$ cat config.mk
export PLATFORM = sky130hd
export DESIGN_NAME = prog_sequencer
export DESIGN_NICKNAME = d
export VERILOG_FILES = /design/src/rtl/prog_sequencer.sv
export SDC_FILE = /design/constraint.sdc
export NUM_CORES = 1
export LEC_CHECK = 0
export CAP_MARGIN = 0
export CORE_MARGIN = 2
export CORE_UTILIZATION = 55
export DETAILED_ROUTE_END_ITERATION = 10
export PLACE_DENSITY_LB_ADDON = 0.08
export RECOVER_POWER = 25
export SLEW_MARGIN = 15
export SYNTH_ARGS = -nofsm -noshare
export SYNTH_HDL_FRONTEND = slang
export SYNTH_SLANG_ARGS = --single-unit
export TNS_END_PERCENT = 5
$ cat constraint.sdc
create_clock -name Clock -period 4.9 [get_ports Clock]
set_input_delay 0.98 -clock Clock [delete_from_list [all_inputs] [get_ports Clock]]
set_output_delay 0.98 -clock Clock [all_outputs]
set_load 0.03 [all_outputs]
$ cat src/rtl/prog_sequencer.sv
// Program sequencer: prefetches instruction words from a synchronous ROM into a
// two-entry buffer, tracks the mini-processor's T0-T3 step from its Done output
// and presents each instruction (and the mvi immediate) on the processor's DIN.
module prog_sequencer #(
  parameter int ADDR_W = 5,
  parameter int CNT_W  = 8
) (
  input  logic              Clock,
  input  logic              Resetn,
  input  logic              Start,
  output logic              mem_rd,
  output logic [ADDR_W-1:0] mem_addr,
  input  logic [8:0]        mem_data,
  output logic [8:0]        proc_din,
  output logic              proc_run,
  input  logic              proc_done,
  output logic              busy,
  output logic              halted,
  output logic [CNT_W-1:0]  instr_count
);

  localparam logic [1:0] IDLE   = 2'd0;
  localparam logic [1:0] RUN    = 2'd1;
  localparam logic [1:0] DRAIN  = 2'd2;
  localparam logic [1:0] HALTED = 2'd3;

  localparam logic [2:0] OP_MVI  = 3'b001;
  localparam logic [2:0] OP_HALT = 3'b111;

  // Buffer entries hold {immediate tag, 9-bit word}; entry 0 is the head.
  logic [1:0]        state_q, state_d;
  logic [ADDR_W-1:0] pc_q, pc_d;
  logic [9:0]        buf0_q, buf0_d;
  logic [9:0]        buf1_q, buf1_d;
  logic [1:0]        count_q, count_d;
  logic              inflight_q, inflight_d;
  logic              immNext_q, immNext_d;
  logic              haltPending_q, haltPending_d;
  logic              immIssue_q, immIssue_d;
  logic [1:0]        phase_q, phase_d;
  logic [8:0]        din_q, din_d;
  logic              run_q, run_d;
  logic [CNT_W-1:0]  cnt_q, cnt_d;

  logic       isBusy;
  logic       retIsHalt;
  logic       fetchEn;
  logic       push;
  logic       pop;
  logic       headMvi;
  logic       canIssue;
  logic [9:0] pushEntry;

  assign isBusy    = (state_q == RUN) || (state_q == DRAIN);
  assign phase_d   = proc_done ? 2'd0 : phase_q + 2'd1;

  // A returning non-immediate word with opcode 111 ends the program; the read
  // behind it is suppressed so nothing past the HALT word is ever addressed.
  assign retIsHalt = inflight_q && !haltPending_q && !immNext_q && (mem_data[8:6] == OP_HALT);
  assign fetchEn   = isBusy && !haltPending_q && !retIsHalt
                     && ((count_q + {1'b0, inflight_q}) < 2'd2);
  assign push      = inflight_q && isBusy && !haltPending_q && !retIsHalt;
  assign pushEntry = {immNext_q, mem_data};

  assign headMvi   = !buf0_q[9] && (buf0_q[8:6] == OP_MVI);
  assign canIssue  = (count_q != 2'd0) && !buf0_q[9] && (!headMvi || (count_q == 2'd2));

  assign mem_rd      = fetchEn;
  assign mem_addr    = fetchEn ? pc_q : '0;
  assign proc_din    = din_q;
  assign proc_run    = run_q;
  assign busy        = isBusy;
  assign halted      = (state_q == HALTED);
  assign instr_count = cnt_q;

  // Next-state logic: fetch, buffer push/pop, issue decision and FSM transitions.
  always_comb begin
    state_d       = state_q;
    pc_d          = pc_q;
    buf0_d        = buf0_q;
    buf1_d        = buf1_q;
    count_d       = count_q;
    inflight_d    = fetchEn;
    immNext_d     = immNext_q;
    haltPending_d = haltPending_q;
    immIssue_d    = 1'b0;
    din_d         = 9'd0;
    run_d         = 1'b0;
    cnt_d         = cnt_q;
    pop           = 1'b0;

    if (isBusy) begin
      if (immIssue_q) begin
        din_d = buf0_q[8:0];
        pop   = 1'b1;
      end else if ((phase_d == 2'd0) && canIssue) begin
        din_d      = buf0_q[8:0];
        pop        = 1'b1;
        run_d      = 1'b1;
        immIssue_d = headMvi;
        if (cnt_q != {CNT_W{1'b1}}) begin
          cnt_d = cnt_q + 1'b1;
        end
      end
    end

    if (pop) begin
      buf0_d  = buf1_q;
      count_d = count_q - 2'd1;
    end

    if (push) begin
      if (count_d == 2'd0) begin
        buf0_d = pushEntry;
      end else begin
        buf1_d = pushEntry;
      end
      count_d = count_d + 2'd1;
      if (immNext_q) begin
        immNext_d = 1'b0;
      end else begin
        immNext_d = (mem_data[8:6] == OP_MVI);
      end
    end

    if (fetchEn) begin
      pc_d = pc_q + 1'b1;
    end

    if (retIsHalt && (state_q == RUN)) begin
      haltPending_d = 1'b1;
      state_d       = DRAIN;
    end

    if ((state_q == DRAIN) && (count_q == 2'd0) && !immIssue_q && (phase_d == 2'd0)) begin
      state_d = HALTED;
    end

    if (((state_q == IDLE) || (state_q == HALTED)) && Start) begin
      state_d       = RUN;
      pc_d          = '0;
      count_d       = 2'd0;
      inflight_d    = 1'b0;
      immNext_d     = 1'b0;
      haltPending_d = 1'b0;
      immIssue_d    = 1'b0;
      cnt_d         = '0;
    end
  end

  // State registers with synchronous active-low reset.
  always_ff @(posedge Clock) begin
    if (!Resetn) begin
      state_q       <= IDLE;
      pc_q          <= '0;
      buf0_q        <= '0;
      buf1_q        <= '0;
      count_q       <= 2'd0;
      inflight_q    <= 1'b0;
      immNext_q     <= 1'b0;
      haltPending_q <= 1'b0;
      immIssue_q    <= 1'b0;
      phase_q       <= 2'd0;
      din_q         <= 9'd0;
      run_q         <= 1'b0;
      cnt_q         <= '0;
    end else begin
      state_q       <= state_d;
      pc_q          <= pc_d;
      buf0_q        <= buf0_d;
      buf1_q        <= buf1_d;
      count_q       <= count_d;
      inflight_q    <= inflight_d;
      immNext_q     <= immNext_d;
      haltPending_q <= haltPending_d;
      immIssue_q    <= immIssue_d;
      phase_q       <= phase_d;
      din_q         <= din_d;
      run_q         <= run_d;
      cnt_q         <= cnt_d;
    end
  end

endmodule

Yosys cells after proc, flatten, opt, wreduce, memory -nomap -nowiden
Cells that the tools add are included.

$add $sub $neg: 6. Magnitude comparators: 1. Eq/ne operators: 8. Mux-type cells: 16. Bitwise logic cells: 5. Reductions and logical operators: 40.

Operators by type and width (number): $mux W10 (3); $logic_and A1 B1 Y1 (18); $mux W9 (2); $mux W2 (5); $add A8 B1 Y8 const B (1); $logic_not A2 Y1 (4); $ne A8 B8 Y1 const B (1); $eq A2 B2 Y1 const B (3); $eq A3 B1 Y1 const B (2); $logic_not A1 Y1 (6); $add A5 B1 Y5 const B (1); $mux W1 (5); $mux W5 (1); $not A1 Y1 (5); $reduce_or A5 Y1 (1); $add A2 B1 Y2 const B (2); $reduce_and A2 Y1 (2); $reduce_and A4 Y1 (1); $reduce_bool A2 Y1 (2); $eq A3 B3 Y1 const B (1); $logic_or A1 B1 Y1 (3); $reduce_bool A3 Y1 (1); $reduce_or A3 Y1 (1); $add A2 B1 Y2 (1); other kinds (4) (4).

Flip-flop bits (word level): 53. Bits of input ports: 13. Word-level logic and storage cells: 90.

Longest topological paths before layout
Depth after elaboration: 13. Depth in mapped cells: 13. Depth with buffers taken out: 11.

Worst setup path after synthesis
No wires, ideal clock.

Path type: input to output. Start point: input mem_data[7]. End point: output mem_addr[0]. Arrival time: 2.082 ns. Required time: 3.920 ns. Path slack: 1.838 ns. Stages on the path: 5. Path buffers: 1. Cells stage by stage: and4bb_1 > nand3_1 > and3_1 > buf_2 > and2_1.

Longest elaborated chain between the ends: 6.

RTL lines: start, declared (RTL line 13) `input logic [8:0] mem_data,`; $eq A3 B3 Y1 (RTL line 59) `assign retIsHalt = inflight_q && !haltPending_q && !immNext_q && (mem_data[8:6] == OP_HALT);`; $logic_and A1 B1 Y1 (RTL line 59); $logic_not A1 Y1 (RTL line 60) `assign fetchEn = isBusy && !haltPending_q && !retIsHalt`; $logic_and A1 B1 Y1 (RTL line 60); $logic_and A1 B1 Y1 (RTL line 61) `&& ((count_q + {1'b0, inflight_q}) < 2'd2);`; via mem_rd (RTL line 11) `output logic mem_rd,`; $mux W5 (RTL line 69) `assign mem_addr = fetchEn ? pc_q : '0;`; end, declared (RTL line 12) `output logic [ADDR_W-1:0] mem_addr,`.

The timed path passes the listed nets, and every way through them passes these cells.

Worst setup path after layout
Start point: input mem_data[7]. End point: output mem_addr[0].

Longest elaborated chain between the ends: 6.

RTL lines (RTL line): $eq A3 B3 Y1 (59); $logic_and A1 B1 Y1 (59); $logic_not A1 Y1 (60); $logic_and A1 B1 Y1 (60); $logic_and A1 B1 Y1 (61); $mux W5 (69).

No other way between the ends.

==> flow_metrics.tcl <==
set metrics [dict create \
    cts_root_buf "clkbuf_8" \
    clock_skew_ns 0.0118 \
    ctsHoldBuffers 0 \
    irDropWorstVdd_uv 180 \
    numCtsBuffers 5 \
    netlist_area_um2 2280 \
    crit_required_ns 3.92 \
    coreArea_um2 4000 \
    relSlewSlack_pct 38.7 \
    post_synth_num_cell_types 38 \
    rsz0062_at_grt "no" \
    synth_top_area_cell "dfxtp_1" \
    ys_seq_area_share_pct 46.4 \
    slowest_delay_ns 0.66 \
    post_cts_buffers 0 \
    drive_gt1_share_pct 4.55 \
    combPwrFrac_pct 7.0 \
    switchingPower_mw 0.171 \
    drtAntennaViolNets 0 \
    grt_util_all_layers_pct 20.9 \
    setup_violations 0 \
    cts.sinks 53 \
    top_layer_used "met4" \
    cts.path.max_buffers 2 \
    path_common_cell "clkdlybuf4s50_1" \
    leakage_nw 1.07 \
    routed-wl-met2_um 2200 \
    via_per_inst 5.56 \
    cp_top_family "buffers and inverters" \
    min_path_type "flop to flop" \
    cp_slowest_cell "clkdlybuf4s50_1" \
    grt_pass1_wl_um 7230 \
    p_seq_share_pct 58.1 \
    path_class "input pin to output port" \
    p_int_mw 0.586 \
    synth_nets 273 \
    powerDensity_nw_per_um2 273 \
    swShare_pct 22.6 \
    die_area_um2 4690 \
    met1_length_um 2070 \
    drtIter0Drc 121 \
    avgSynthCellArea_um2 9.07 \
    cp-start-kind "input pin" \
    drcViolationCount 0 \
    drt_pass1_iterations 4 \
    met3_length_um 247 \
    dp_hpwl_um 3250 \
    port_buffers 38 \
    io_pins 39 \
    pwr-share-clk_pct 34.8 \
    synthFlopType "dfxtp_1" \
    post-route-util_pct 69.2 \
    slew_violations 0 \
    cp.arrival_ns 3.16 \
    dp_slack_ns 0.768 \
    yosysMostFrequentCell "dfxtp_1" \
    drt-total-wl_um 4580 \
    path_buf_inv 2 \
    worst_slew_pin_slew_ns 0.919 \
    die_h_um 68.5 \
    final_hold_viol_count 0 \
    total_power_mw 0.756 \
    max_freq_mhz 242 \
    clk_latency_ns 0.30 \
    vias 1868 \
    fp.dieW_um 68.5 \
    grt_max_degree 23 \
    nets 306 \
    synth_warnings 0 \
    cp_max_fo 11 \
    cts_resized 0 \
    grt_pass1_vias 1615 \
    setup_slack_ns 0.762 \
    synth.top_cells.by_count "dfxtp_1 (53), nor2_1 (32), nand2_1 (28)" \
    rows 23 \
    avgRoutedWirePerCell_um 13.6 \
    crit_chain "clkdlybuf4s50_1 -> and4bb_1 -> nand3_1 -> and3_1 -> and2_1 -> clkdlybuf4s50_1" \
    start_util_pct 57.1 \
    crit_path_end_kind "output port" \
    fin_cells 336 \
    final.setup.tns_ns 0 \
    area_delta_synth_final_pct 21.1 \
    cts.htree.levels 2 \
    syn_inst 252 \
    fin_crit_sh_pct 84.4 \
    synth-edff-count 0 \
    synth_top_area_share_pct 46.4 \
    ys_seq_elements 53 \
    antenna_found_initial 0 \
    clkTransAtPathRegs_ns 0.09 \
    gp_congestion 0.807 \
    num_antenna_cells 0 \
    period_needed_ns 4.14 \
    max_cap_violations 0 \
    synth.top_cells.by_area "dfxtp_1 (46%), mux2i_1 (5.7%), nor2_1 (5.3%)" \
    synthArstFlopShare_pct 0 \
    dpl.cell_count 328 \
    cts_tree "built" \
    status "finished clean" \
    gr-total-overflow 0 \
]
worst register-to-register path, stage by stage, from the launching register on:
cell and delay, ns:
dfxtp_1 0.46, inv_1 0.10, ha_1 0.22, nor2_1 0.14, o211ai_1 0.12, a21oi_1 0.42, buf_4 0.31, xnor2_4 0.14
ha_1 0.29, nand4_1 0.59, o21ai_0 0.45, a31oi_1 0.07
cells by family (layout without fill, tap and decap cells):
logic type,Yosys count,count (layout),share of synthesized area (%)
buffers and inverters,22,56,4.27
adders and majority gates,8,8,4.38
DFF,53,53,46.4
muxes,13,13,5.70
AOI/OAI and AO/OA,41,41,11.2
xor gates and xnor gates,11,11,5.04
and+or+nand+nor,104,104,23.0
area by class of cell:
cell class | instances | area (um^2)
inverters | 9 | 33.8
repair buffers | 39 | 388
clock inverters | 1 | 5.00
clock buffers | 7 | 96.3
fillers | 339 | 1230
well taps | 50 | 62.6
multi-input cells | 177 | 1120
flip-flops and latches | 53 | 1060
state kept, by name, summed over array words and instances, names as in the netlist:
register       cells
buf0_q            10
immIssue_q         1
state_q            2
inflight_q         1
immNext_q          1
instr_count        8
count_q            2
haltPending_q      1
pc_q               5
phase_q            2
buf1_q            10
proc_run           1
proc_din           9
cells in the final DEF (no fill, tap or decap), types with 3 or more instances in the layout:
cell type,count
nand4_1,5
dfxtp_1,53
xnor2_1,8
ha_1,8
nor2_1,32
nand3_1,4
dlygate4sd3_1,14
nand2_1,28
a21oi_1,7
mux2i_1,13
clkdlybuf4s50_1,24
and2_1,7
clkbuf_8,7
and3_1,12
inv_1,9
o21ai_0,14
nor3_1,3
nand2b_1,3
a31oi_1,11
final timing paths:
kind	start	endpoint	slack (ns)	cells past startpoint
max reg2reg	count_q[0]$_SDFF_PP0_	buf0_q[5]$_SDFF_PN0_	1.43	11
min	phase_q[0]$_SDFF_PN0_	phase_q[0]$_SDFF_PN0_	0.47	1
max	mem_data[7]	mem_addr[0]	0.76	6
min reg2reg	phase_q[0]$_SDFF_PN0_	phase_q[0]$_SDFF_PN0_	0.47	1
metrics by stage:
stage | hold slack [ns] | cell area [um^2]
after detailed placement | 0.462 | 2670
final | 0.469 | 2770
after CTS | 0.479 | 2770
after floorplan | 0.426 | 2280
after global placement | 0.443 | 2670
after global routing | 0.489 | 2770
per-layer routing:
metal	GRT usage, %	vias to the layer above
met2	33.1	60
met1	26.8	865
met3	5.76	7
li1	-	936
met4	8.25	0
met5	0	-
power groups by stage:
stage                     sequential (mW)  clock [mW]  combinational [mW]
after floorplan                     0.449           0              0.0324
after global placement              0.450           0              0.0526
after detailed placement            0.450           0              0.0531
after CTS                           0.440       0.272              0.0538
after global routing                0.441       0.289              0.0582
final                               0.440       0.263              0.0532
Note: power is estimated with default switching activity, not from simulation.
